### config.mk
export PLATFORM = sky130hd
export DESIGN_NAME = fetch_unit
export DESIGN_NICKNAME = d
export VERILOG_FILES = /design/src/rtl/fetch_unit.sv
export SDC_FILE = /design/constraint.sdc
export NUM_CORES = 1
export LEC_CHECK = 0
export BUFFER_PORTS_ARGS = -buffer_cell sky130_fd_sc_hd__buf_2
export CAP_MARGIN = 25
export CORE_ASPECT_RATIO = 2
export CORE_MARGIN = 3
export CORE_UTILIZATION = 23
export CTS_CLUSTER_DIAMETER = 50
export DETAILED_ROUTE_END_ITERATION = 10
export SYNTH_ARGS = -nofsm -noshare
export SYNTH_HDL_FRONTEND = slang
export SYNTH_SLANG_ARGS = --single-unit
### constraint.sdc
create_clock -name clk -period 1.9 [get_ports clk]
set_input_delay 0.475 -clock clk [delete_from_list [all_inputs] [get_ports clk]]
set_output_delay 0.475 -clock clk [all_outputs]
set_load 0.01 [all_outputs]
### src/rtl/fetch_unit.sv
// Instruction fetch front end: PC, ROM request/response, {instr, pc} buffer, redirect flush.
// Optional perf counters (perf_fetch_cnt, perf_stall_cnt) are built when FETCH_PERF_EN is defined.
module fetch_unit #(
    parameter int                ADDR_W     = 16,
    parameter int                DATA_W     = 32,
    parameter logic [ADDR_W-1:0] RESET_PC   = '0,
    parameter int                FIFO_DEPTH = 2
) (
    input  logic              clk,
    input  logic              rst_n,
    input  logic              fetch_en,
    output logic              rom_ce,
    output logic [ADDR_W-1:0] rom_addr,
    input  logic [DATA_W-1:0] rom_dout,
    output logic              instr_valid,
    input  logic              instr_ready,
    output logic [DATA_W-1:0] instr,
    output logic [ADDR_W-1:0] instr_pc,
    input  logic              redirect_valid,
    input  logic [ADDR_W-1:0] redirect_pc
`ifdef FETCH_PERF_EN
    ,
    output logic [31:0]       perf_fetch_cnt,
    output logic [31:0]       perf_stall_cnt
`endif
);
    localparam int PTR_W = $clog2(FIFO_DEPTH);
    localparam int CNT_W = $clog2(FIFO_DEPTH + 1);
    localparam logic [ADDR_W-1:0] ALIGN_MASK = ~ADDR_W'(3);

    logic [ADDR_W-1:0] pc_q;
    logic [ADDR_W-1:0] pend_pc_q;
    logic              pend_q;
    logic [DATA_W-1:0] fifo_instr_q [FIFO_DEPTH];
    logic [ADDR_W-1:0] fifo_pc_q    [FIFO_DEPTH];
    logic [PTR_W-1:0]  rd_ptr_q;
    logic [PTR_W-1:0]  wr_ptr_q;
    logic [CNT_W-1:0]  count_q;

    logic pop;
    logic push;
    logic credit;

    // Buffered entries plus the request in flight must fit, so a response is never dropped.
    assign credit      = (int'(count_q) + int'(pend_q)) < FIFO_DEPTH;
    assign instr_valid = (count_q != '0) && !redirect_valid;
    assign pop         = instr_valid && instr_ready;
    assign push        = pend_q;
    assign rom_ce      = rst_n && fetch_en && !redirect_valid && (credit || pop);
    assign rom_addr    = pc_q;
    assign instr       = fifo_instr_q[rd_ptr_q];
    assign instr_pc    = fifo_pc_q[rd_ptr_q];

    always_ff @(posedge clk or negedge rst_n) begin
        if (!rst_n) begin
            pc_q      <= RESET_PC & ALIGN_MASK;
            pend_q    <= 1'b0;
            pend_pc_q <= '0;
            rd_ptr_q  <= '0;
            wr_ptr_q  <= '0;
            count_q   <= '0;
            for (int i = 0; i < FIFO_DEPTH; i++) begin
                fifo_instr_q[i] <= '0;
                fifo_pc_q[i]    <= '0;
            end
        end else if (redirect_valid) begin
            // Clearing pend_q discards the response of the last request still in the ROM.
            pc_q     <= redirect_pc & ALIGN_MASK;
            pend_q   <= 1'b0;
            rd_ptr_q <= '0;
            wr_ptr_q <= '0;
            count_q  <= '0;
        end else begin
            pend_q <= rom_ce;
            if (rom_ce) begin
                pend_pc_q <= pc_q;
                pc_q      <= pc_q + ADDR_W'(4);
            end
            if (push) begin
                fifo_instr_q[wr_ptr_q] <= rom_dout;
                fifo_pc_q[wr_ptr_q]    <= pend_pc_q;
                wr_ptr_q               <= wr_ptr_q + PTR_W'(1);
            end
            if (pop) begin
                rd_ptr_q <= rd_ptr_q + PTR_W'(1);
            end
            if (push && !pop) begin
                count_q <= count_q + CNT_W'(1);
            end else if (!push && pop) begin
                count_q <= count_q - CNT_W'(1);
            end
        end
    end

`ifdef FETCH_PERF_EN
    logic [31:0] fetch_cnt_q;
    logic [31:0] stall_cnt_q;

    // Counters survive redirects; only reset clears them.
    always_ff @(posedge clk or negedge rst_n) begin
        if (!rst_n) begin
            fetch_cnt_q <= '0;
            stall_cnt_q <= '0;
        end else begin
            if (rom_ce) begin
                fetch_cnt_q <= fetch_cnt_q + 32'd1;
            end
            if (instr_valid && !instr_ready) begin
                stall_cnt_q <= stall_cnt_q + 32'd1;
            end
        end
    end

    assign perf_fetch_cnt = fetch_cnt_q;
    assign perf_stall_cnt = stall_cnt_q;
`endif

endmodule

== Word-level counts from Yosys, hierarchy flattened ==
Index checks and enable logic that the tools add are counted.

* Output and inout port bits: 66
* Flip-flop bits (word level): 133
* Logic and storage cells: 64
* Input bits: 53

* Reduce and logical (&&, ||, !) cells: 19
* $lt $le $gt $ge: 4
* Bitwise logic cells: 3
* $add $sub $neg: 6
* Muxes and demuxes: 22

{| class="wikitable"
|+ Operators by type and width
! cell !! number
|-
| 32-bit 2-to-1 mux || 4
|-
| 16-bit 2-to-1 mux || 6
|-
| 64-bit bitwise mux || 1
|-
| 32-bit bitwise mux || 1
|-
| 32-bit demux with 1-bit select || 1
|-
| 16-bit by 3-bit adder with 16-bit output (second input constant) || 1
|-
| 16-bit demux with 1-bit select || 1
|-
| 1-bit logical AND || 8
|-
| 2-bit nonzero test || 4
|-
| 2-bit 2-to-1 mux || 3
|-
| 1-bit 2-to-1 mux || 5
|-
| 2-bit greater-or-equal comparator (second input constant) || 2
|-
| 1-bit NOT with 2-bit output || 2
|-
| 2-bit AND reduction || 2
|-
| 2-bit by 1-bit adder with 3-bit output || 1
|-
| 1-bit zero test || 3
|-
| 3-bit by 2-bit < comparator with 1-bit output (second input constant) || 1
|-
| 3-bit nonzero test || 1
|-
| 1-bit adder (second input constant) || 2
|-
| 2-bit by 1-bit adder with 2-bit output (second input constant) || 1
|-
| 2-bit by 1-bit < comparator with 1-bit output (second input constant) || 1
|-
| 2-bit by 1-bit subtractor with 2-bit output (second input constant) || 1
|-
| 1-bit logical OR || 1
|-
| 1-bit NOT || 1
|}

== Logic depth before layout (Yosys ltp) ==
Gate-level depths: netlist of run 1.

* Depth in word-level cells: 7
* Mapped depth: 7

== Worst setup path before layout of run 1 ==
No wires, ideal clock.

* Path type: input -> output
* From: input rst_n
* To: output rom_ce
* Path slack: 0.110 ns
* Cell stages on the path: 6
* Data arrival time: 1.315 ns
* Required time: 1.425 ns
* Path through: and2_1 > o21ai_2 > nand2b_1 > buf_4 > buf_6 > inv_1

* Word-level cells in the longest chain between the ends: 3

{| class="wikitable"
|+ Ends and longest elaborated chain
! element !! line !! text
|-
| from (decl) || 10 || <nowiki>input logic rst_n,</nowiki>
|-
| 1-bit logical AND (3 in a row) || 49 || <nowiki>assign rom_ce = rst_n && fetch_en && !redirect_valid && (credit || pop);</nowiki>
|-
| to (decl) || 12 || <nowiki>output logic rom_ce,</nowiki>
|}

Every way passes these cells.

== Worst setup path after layout of run 1 ==
* From: register rd_ptr_q
* To: output instr[3]

* Word-level cells in the longest chain between the ends: 4

{| class="wikitable"
|+ Ends and longest elaborated chain
! element !! line !! text
|-
| from (decl) || 36 || <nowiki>logic [PTR_W-1:0] rd_ptr_q;</nowiki>
|-
| from (signal assigned) || 85 || <nowiki>rd_ptr_q <= rd_ptr_q + PTR_W'(1);</nowiki>
|-
| 1-bit NOT with 2-bit output (not written as such) || 51 || <nowiki>assign instr = fifo_instr_q[rd_ptr_q];</nowiki>
|-
| 32-bit 2-to-1 mux (not written as such) (3 in a row) || 51 ||
|-
| to (decl) || 17 || <nowiki>output logic [DATA_W-1:0] instr,</nowiki>
|}

Every way passes these cells. The select of a mux whose other input is x is not followed.

==> reports/qor.csv, run 1 <==
stage,metric,value,unit
synth,synthDistinctLibCells,39,
clock_tree,cts-root-buf,clkbuf_16,
clock_tree,clockBufferDepth,2,
placed_design,placed_area,6740,um2
critical_path,arrival,1.56,ns
clock_tree,cts_sinks,125,
sta,finalSetupViolCount,46,
final_layout,final_common_cell,mux2_2,
routing,wl_per_cell,15.7,um
sta,layout_setup_ws,-0.136,ns
final_layout,antennaDiodeCount,0,
sta,fmax,491,MHz
die,core-area,23900,um2
sta,slew_violations,0,
synth,syn_area,5620,um2
global_routing,grt_max_degree,126,
placed_design,post-dp-hpwl,9.43,mm
critical_path,critPathRequiredTime,1.42,ns
sta,fin_crit,2.04,ns
sta,hold_viol_final,0,
critical_path,end_kind,output pin,
routing,drc,0,
routing,vias,3748,
die,start_util,23.5,%
synth,syn_avg_cell_area,13.9,um2
sta,worst_pin_slew,0.680,ns
synth,postSynthCellCount,404,
critical_path,critPathKind,register to output pin,
global_routing,grt_pass1_wl,20.9,mm
status,violations,setup timing,
final_layout,fin_area,7450,um2
sta,fin_worst_skew,0.00542,ns
routing,drt_pre_antenna_iters,4,
routing,drtIter0Drc,83,
synth,yosysWarnings,0,
clock_tree,path_clk_slew,0.06,ns
routing,routed_via_density,4.44,
die,io_pins,119,
placed_design,port_buffers,112,
global_routing,overflow,0,
critical_path,reg2reg_setup_slack,0.15,ns
power,max-vdd-ir-drop,0.665,mV
critical_path,cp_slowest_cell,dfrtp_2,
sta,timing.final.crit_share,107,%
global_routing,grt_pass1_vias,4039,
worst_hold_path,hp-class,primary input to asynchronous set/reset pin,
critical_path,r2r-start,rom_addr[3],
die,rows,80,
power,leakagePower,3.51,nW
clock_tree,cts_tree,built,
critical_path,cp_max_fo,25,
die,die_area,26400,um2
clock_tree,h-tree-depth,4,
global_routing,grt_usage,10.6,%
final_layout,drive_gt1_share,59.8,%
synth,yosysSeqAreaShare,55.7,%
die,die_height,227,um
placed_design,place.gp.congestion,0.801,
global_routing,antenna_found_initial,0,
flow_run,cap_violations,0,
power,p_per_area,1140,nW/um2
clock_tree,numCtsBuffers,17,
die,die_x,116,um
final_layout,fin_nets,599,
synth,ys_ff_latch,125,
clock_tree,insertion_delay,0.43,ns
final_layout,most-common-layout-cells,"mux2_2 (140), dfrtp_1 (123), buf_2 (103), buf_4 (25), clkbuf_16 (17)",
sta,maxSlewHeadroom,54.7,%
critical_path,path_cells,"buf_12, mux2_2, buf_2",
status,status,finished with violations,
final_layout,synthToLayoutAreaGrowth,32.6,%
critical_path,start_kind,register,
routing,wirelength,13.2,mm
power,fin_total_pwr,0.00847,W
sta,rsz0062_at_grt,true,
critical_path,critPathMaxStageDelay,0.41,ns
critical_path,r2r-end,rom_addr[12],
routing,ant_nets,0,
critical_path,r2r_cells,6,
where the power goes:
group	internal [W]	switching [W]	total, W
registers	0.00321	0.000285	0.00349
clock network	0.00205	0.00114	0.00319
logic	0.00105	0.000733	0.00178
total	0.00630	0.00216	0.00847
flip-flops by register name (all words and copies together) (netlist names):
register / cells
fifo_instr_q: 64
fifo_pc_q: 28
pend_pc_q: 14
rom_addr: 14
count_q: 2
pend_q: 1
rd_ptr_q: 1
wr_ptr_q: 1
cell usage after synthesis:
master | count | share of area [%]
mux2_2 | 152 | 30
dfrtp_1 | 125 | 56
buf_2 | 14 | 1.2
nor2_1 | 13 | 0.87
nand2_1 | 10 | 0.67
nand3_1 | 9 | 0.80
o21ai_0 | 9 | 0.80
inv_1 | 6 | 0.40
buf_4 | 5 | 0.67
clkbuf_1 | 5 | 0.33
or4_1 | 5 | 0.67
xor2_1 | 5 | 0.78
a31oi_1 | 4 | 0.45
xnor2_1 | 4 | 0.62
and3_1 | 3 | 0.33
o211ai_1 | 3 | 0.40
o31ai_1 | 3 | 0.40
a221o_1 | 2 | 0.36
and2_1 | 2 | 0.22
buf_6 | 2 | 0.40
nand2b_1 | 2 | 0.22
nand4_1 | 2 | 0.22
o2111ai_1 | 2 | 0.31
o211a_1 | 2 | 0.36
a2111oi_0 | 1 | 0.16
a21bo_1 | 1 | 0.18
a21o_1 | 1 | 0.13
a21oi_1 | 1 | 0.089
a21oi_4 | 1 | 0.29
a22oi_1 | 1 | 0.13
and4_1 | 1 | 0.16
conb_1 | 1 | 0.067
ha_1 | 1 | 0.22
mux2i_1 | 1 | 0.18
nand3b_1 | 1 | 0.13
nand4b_1 | 1 | 0.16
nor3b_1 | 1 | 0.13
o21ai_1 | 1 | 0.089
o21ai_2 | 1 | 0.16
kinds of logic (layout without fill, tap and decap cells):
kind of cell    Yosys count  count (layout)  synth area share, %
mux                     153             153                 30.7
flops                   125             125                 55.7
simple gates             50              50                 4.59
compound gates           33              33                 4.30
buf+inv                  32             182                 3.05
xor+xnor                  9               9                 1.40
fa+ha+maj                 1               1                0.223
other cells               1               4               0.0668
metal layers:
metal	routed length [um]	GRT usage [%]
met5	0	0
met2	7410	19.1
met4	422	5.62
met3	523	3.22
met1	4890	10.6
what timing repair did:
| item | CTS | global route |
|---|---|---|
| buffers inserted | 1 | 2 |
| gates resized for setup | 14 | 10 |
| pin swaps | 0 | 1 |
| hold buffers | 0 | 0 |
| setup endpoints to repair | 47 | 47 |
how the worst max path moves through the flow:
stage | from | end | slack (ns) | depth (start not counted)
final | rd_ptr_q | instr[3] | -0.14 | 3
after global routing | rd_ptr_q | instr[2] | -0.20 | 3
after CTS | rd_ptr_q | instr_pc[12] | -0.18 | 3
after detailed placement | rst_n | rom_ce | 0.08 | 6
after global placement | rst_n | rom_ce | 0.10 | 6
after floorplan | rst_n | rom_ce | 0.11 | 6
final cells by class:
class / instances / area [um2]
flip-flops and latches: 125 / 3130
well taps: 287 / 359
clock inverters: 7 / 87.6
inverters: 6 / 22.5
fillers: 2413 / 16500
multi-input cells: 250 / 2390
repair buffers: 145 / 965
clock buffers: 24 / 492
stage by stage:
step | setup WS, ns | util (%) | TNS, ns | std cells | hold slack, ns
3_5_place_dp | 0.0791 | 28.2 | 0 | 810 | 0.487
6_report | -0.136 | 31.1 | -5.01 | 844 | 0.151
2_1_floorplan | 0.110 | - | 0 | 407 | 0.179
3_3_place_gp | 0.105 | 28.2 | 0 | 810 | 0.481
5_1_grt | -0.197 | 31.1 | -7.98 | 844 | 0.199
4_1_cts | -0.182 | 30.9 | -7.13 | 842 | 0.172
critical path, delay by kind of cell (launching register included):
kind	cells	cell delay (ns)
multiplexers	1	0.36
flip-flops	1	0.41
buffers and inverters	2	0.35
No activity file was read; power rests on OpenSTA's default activity.
==> inputs of run 2 (changes only) <==
Settings changed: RECOVER_POWER set to 25, SKIP_CTS_REPAIR_TIMING set to 1.
Clock period 1.9 ns to 1.7 ns, I/O delays scaled along.
==> run 2 against run 1 <==
Net effect:
- the flow still finishes with violations (setup timing)
- die area unchanged
- combinational power up 20%
- non-clock buffer count up 24
- first-iteration DRC count up 22%
- worst setup slack worse by 0.16 ns
- critical path type unchanged
==> reports/qor.csv, run 2 (same netlist as run 1, synthesis figures left out) <==
stage,metric,value,unit,change
routing,ant_nets,0,,unchanged
power,internal-power,0.00714,W,+13%
clock_tree,cts-root-buf,clkbuf_16,,
power,power_switching,0.00251,W,+16%
global_routing,overflow,0,,unchanged
sta,slew_violations,0,,unchanged
final_layout,final_cells,869,,+3.0%
placed_design,place.gp.congestion,0.838,,+4.7%
placed_design,post-dp-hpwl,10.1,mm,+7.4%
sta,timing.final.crit_share,117,%,
global_routing,grt_pass1_vias,4068,,+0.72%
critical_path,end_kind,output pin,,
clock_tree,h-tree-depth,4,,unchanged
final_layout,synthToLayoutAreaGrowth,38.2,%,
worst_hold_path,hp-class,primary input to register,,
critical_path,path_common_cell,buf_12,,
clock_tree,insertion_delay,0.42,ns,about the same
final_layout,top_regs,"fifo_instr_q (64), fifo_pc_q (28)",,
routing,drc,0,,unchanged
critical_path,critPathMaxStageDelay,0.38,ns,-0.03 ns
final_layout,most-common-layout-cells,"mux2_2 (150), dfrtp_1 (122), buf_2 (91), buf_4 (40), buf_6 (24)",,
sta,fin_hold_ws,0.200,ns,+0.0490 ns
sta,finalSetupViolCount,48,,+4.3%
die,rows,80,,unchanged
routing,drt_pre_antenna_iters,4,,unchanged
sta,maxSlewHeadroom,31.8,%,-23 points
placed_design,port_buffers,112,,unchanged
critical_path,critPathKind,register to output pin,,
die,start_util,23.5,%,unchanged
die,die_area,26400,um2,unchanged
die,core-area,23900,um2,unchanged
routing,wl_per_cell,16.0,um,+1.7%
clock_tree,cts_tree,built,,
sta,worst_pin_slew,1.02,ns,+0.342 ns
clock_tree,numCtsBuffers,17,,unchanged
die,io_pins,119,,unchanged
power,max-vdd-ir-drop,0.583,mV,-12%
final_layout,nFillCells,2413,,unchanged
status,violations,setup timing,,
critical_path,path_cells,"buf_12, buf_12, mux2_2, buf_2",,
flow_run,cap_violations,0,,unchanged
global_routing,grt_pass1_wl,21.6,mm,+3.1%
routing,drtIter0Drc,101,,+22%
power,p_sw_share,26.0,%,+0.47 points
final_layout,drive_gt1_share,62.5,%,+2.8 points
sta,layout_setup_ws,-0.297,ns,-0.162 ns
global_routing,grt_max_degree,109,,-13%
die,die_x,116,um,unchanged
final_layout,antennaDiodeCount,0,,unchanged
clock_tree,cts_sinks,125,,unchanged
critical_path,cp_slowest_cell,dfrtp_2,,
critical_path,start_kind,register,,
global_routing,antenna_found_initial,1,,+1
clock_tree,path_clk_slew,0.06,ns,about the same
power,clock_power_share,37.6,%,about the same
status,status,finished with violations,,
critical_path,arrival,1.57,ns,about the same
sta,fin_crit,2.00,ns,
clock_tree,clockBufferDepth,2,,unchanged
final_layout,top_register,fifo_instr_q,,
sta,hold_viol_final,0,,unchanged
critical_path,critPathRequiredTime,1.27,ns,-0.15 ns
routing,routed_via_density,4.41,,-0.62%
final_layout,fin_area,7760,um2,+4.3%
final_layout,fin_nets,623,,+4.0%
critical_path,path_delay_family,buffers and inverters,,
power,fin_total_pwr,0.00965,W,+14%
power,p_per_area,1240,nW/um2,+9.3%
routing,vias,3835,,+2.3%
power,leakagePower,3.62,nW,+3.1%
routing,wirelength,13.9,mm,+4.7%
global_routing,grt_usage,11.0,%,+0.42 points
placed_design,placed_area,6930,um2,+2.8%
sta,rsz0062_at_grt,true,,
final_layout,largest_register_ffs,64,,unchanged
power,combPwrFrac,22.1,%,+1.1 points
power,seqPwrFrac,40.3,%,-0.9 points
critical_path,cp_max_fo,11,,-56%
final_layout,final_common_cell,mux2_2,,
sta,fmax,501,MHz,
placed_design,placedCellCount,831,,+2.6%
sta,fin_worst_skew,0.00589,ns,+0.000470 ns
critical_path,critPathBufInv,3,,+1
die,die_height,227,um,unchanged
[run 2: cell count changes in the layout (fill, tap and decap cells not counted), sizes merged]
| cell | before | now |
|---|---|---|
| buf | 145 | 165 |
| clkinvlp | 1 | 5 |
| clkbuf | 24 | 26 |
| clkinv | 4 | 3 |
[run 2: layer usage]
| metal | GRT usage, % | share of wire (%) | up-vias |
|---|---|---|---|
| met5 | 0 | 0.094 | - |
| met4 | 7.42 | 4.6 | 2 |
| met3 | 2.90 | 3.9 | 27 |
| met2 | 19.7 | 55 | 94 |
| met1 | 10.7 | 36 | 1937 |
| li1 | - | - | 1775 |
[run 2: layout make-up]
cell class / instances / area, um2 / share of cell area [%]
clock inverter: 10 / 113 / 1.45
clock buffer: 22 / 484 / 6.24
inverter: 6 / 25.0 / 0.322
tap: 287 / 359 / 4.63
multi-input combinational: 250 / 2390 / 30.8
timing repair buffer: 169 / 1260 / 16.3
sequential: 125 / 3130 / 40.3
[run 2: stage by stage]
stage | setup WS, ns | util [%] | setup TNS (ns)
finish | -0.297 | 32.4 | -12.65
detailed placement | -0.0585 | 29.0 | -0.169
CTS | -0.409 | 31.5 | -17.62
global route | -0.375 | 32.4 | -16.29
floorplan | 0.00624 | - | 0
global placement | -0.0480 | 29.0 | -0.137
[run 2: worst paths after layout]
kind	from	to	slack, ns	cells after the start
max	rd_ptr_q	instr[1]	-0.30	4
min reg2reg	fifo_pc_q[13]	fifo_pc_q[13]	0.50	1
min	redirect_pc[4]	rom_addr[4]	0.20	3
min in group asynchronous	rst_n	fifo_instr_q[54]	0.51	2
max in group asynchronous	rst_n	rd_ptr_q	0.26	3
max reg2reg	pend_q	rom_addr[13]	0.04	5
[run 2: worst register-to-register path, stage by stage (launching register included)]
cell     delay, ns
dfrtp_2       0.44
buf_6         0.13
a21o_1        0.17
a21bo_1       0.23
or4_4         0.47
a31oi_1       0.14
[run 2: power by group through the flow]
stage / logic (W) / clock network (W) / registers, W
after global routing: 0.00234 / 0.00389 / 0.00398
after global placement: 0.00195 / 0 / 0.00392
after detailed placement: 0.00198 / 0 / 0.00395
after floorplan: 0.00117 / 0 / 0.00387
after CTS: 0.00198 / 0.00378 / 0.00390
final: 0.00213 / 0.00363 / 0.00389
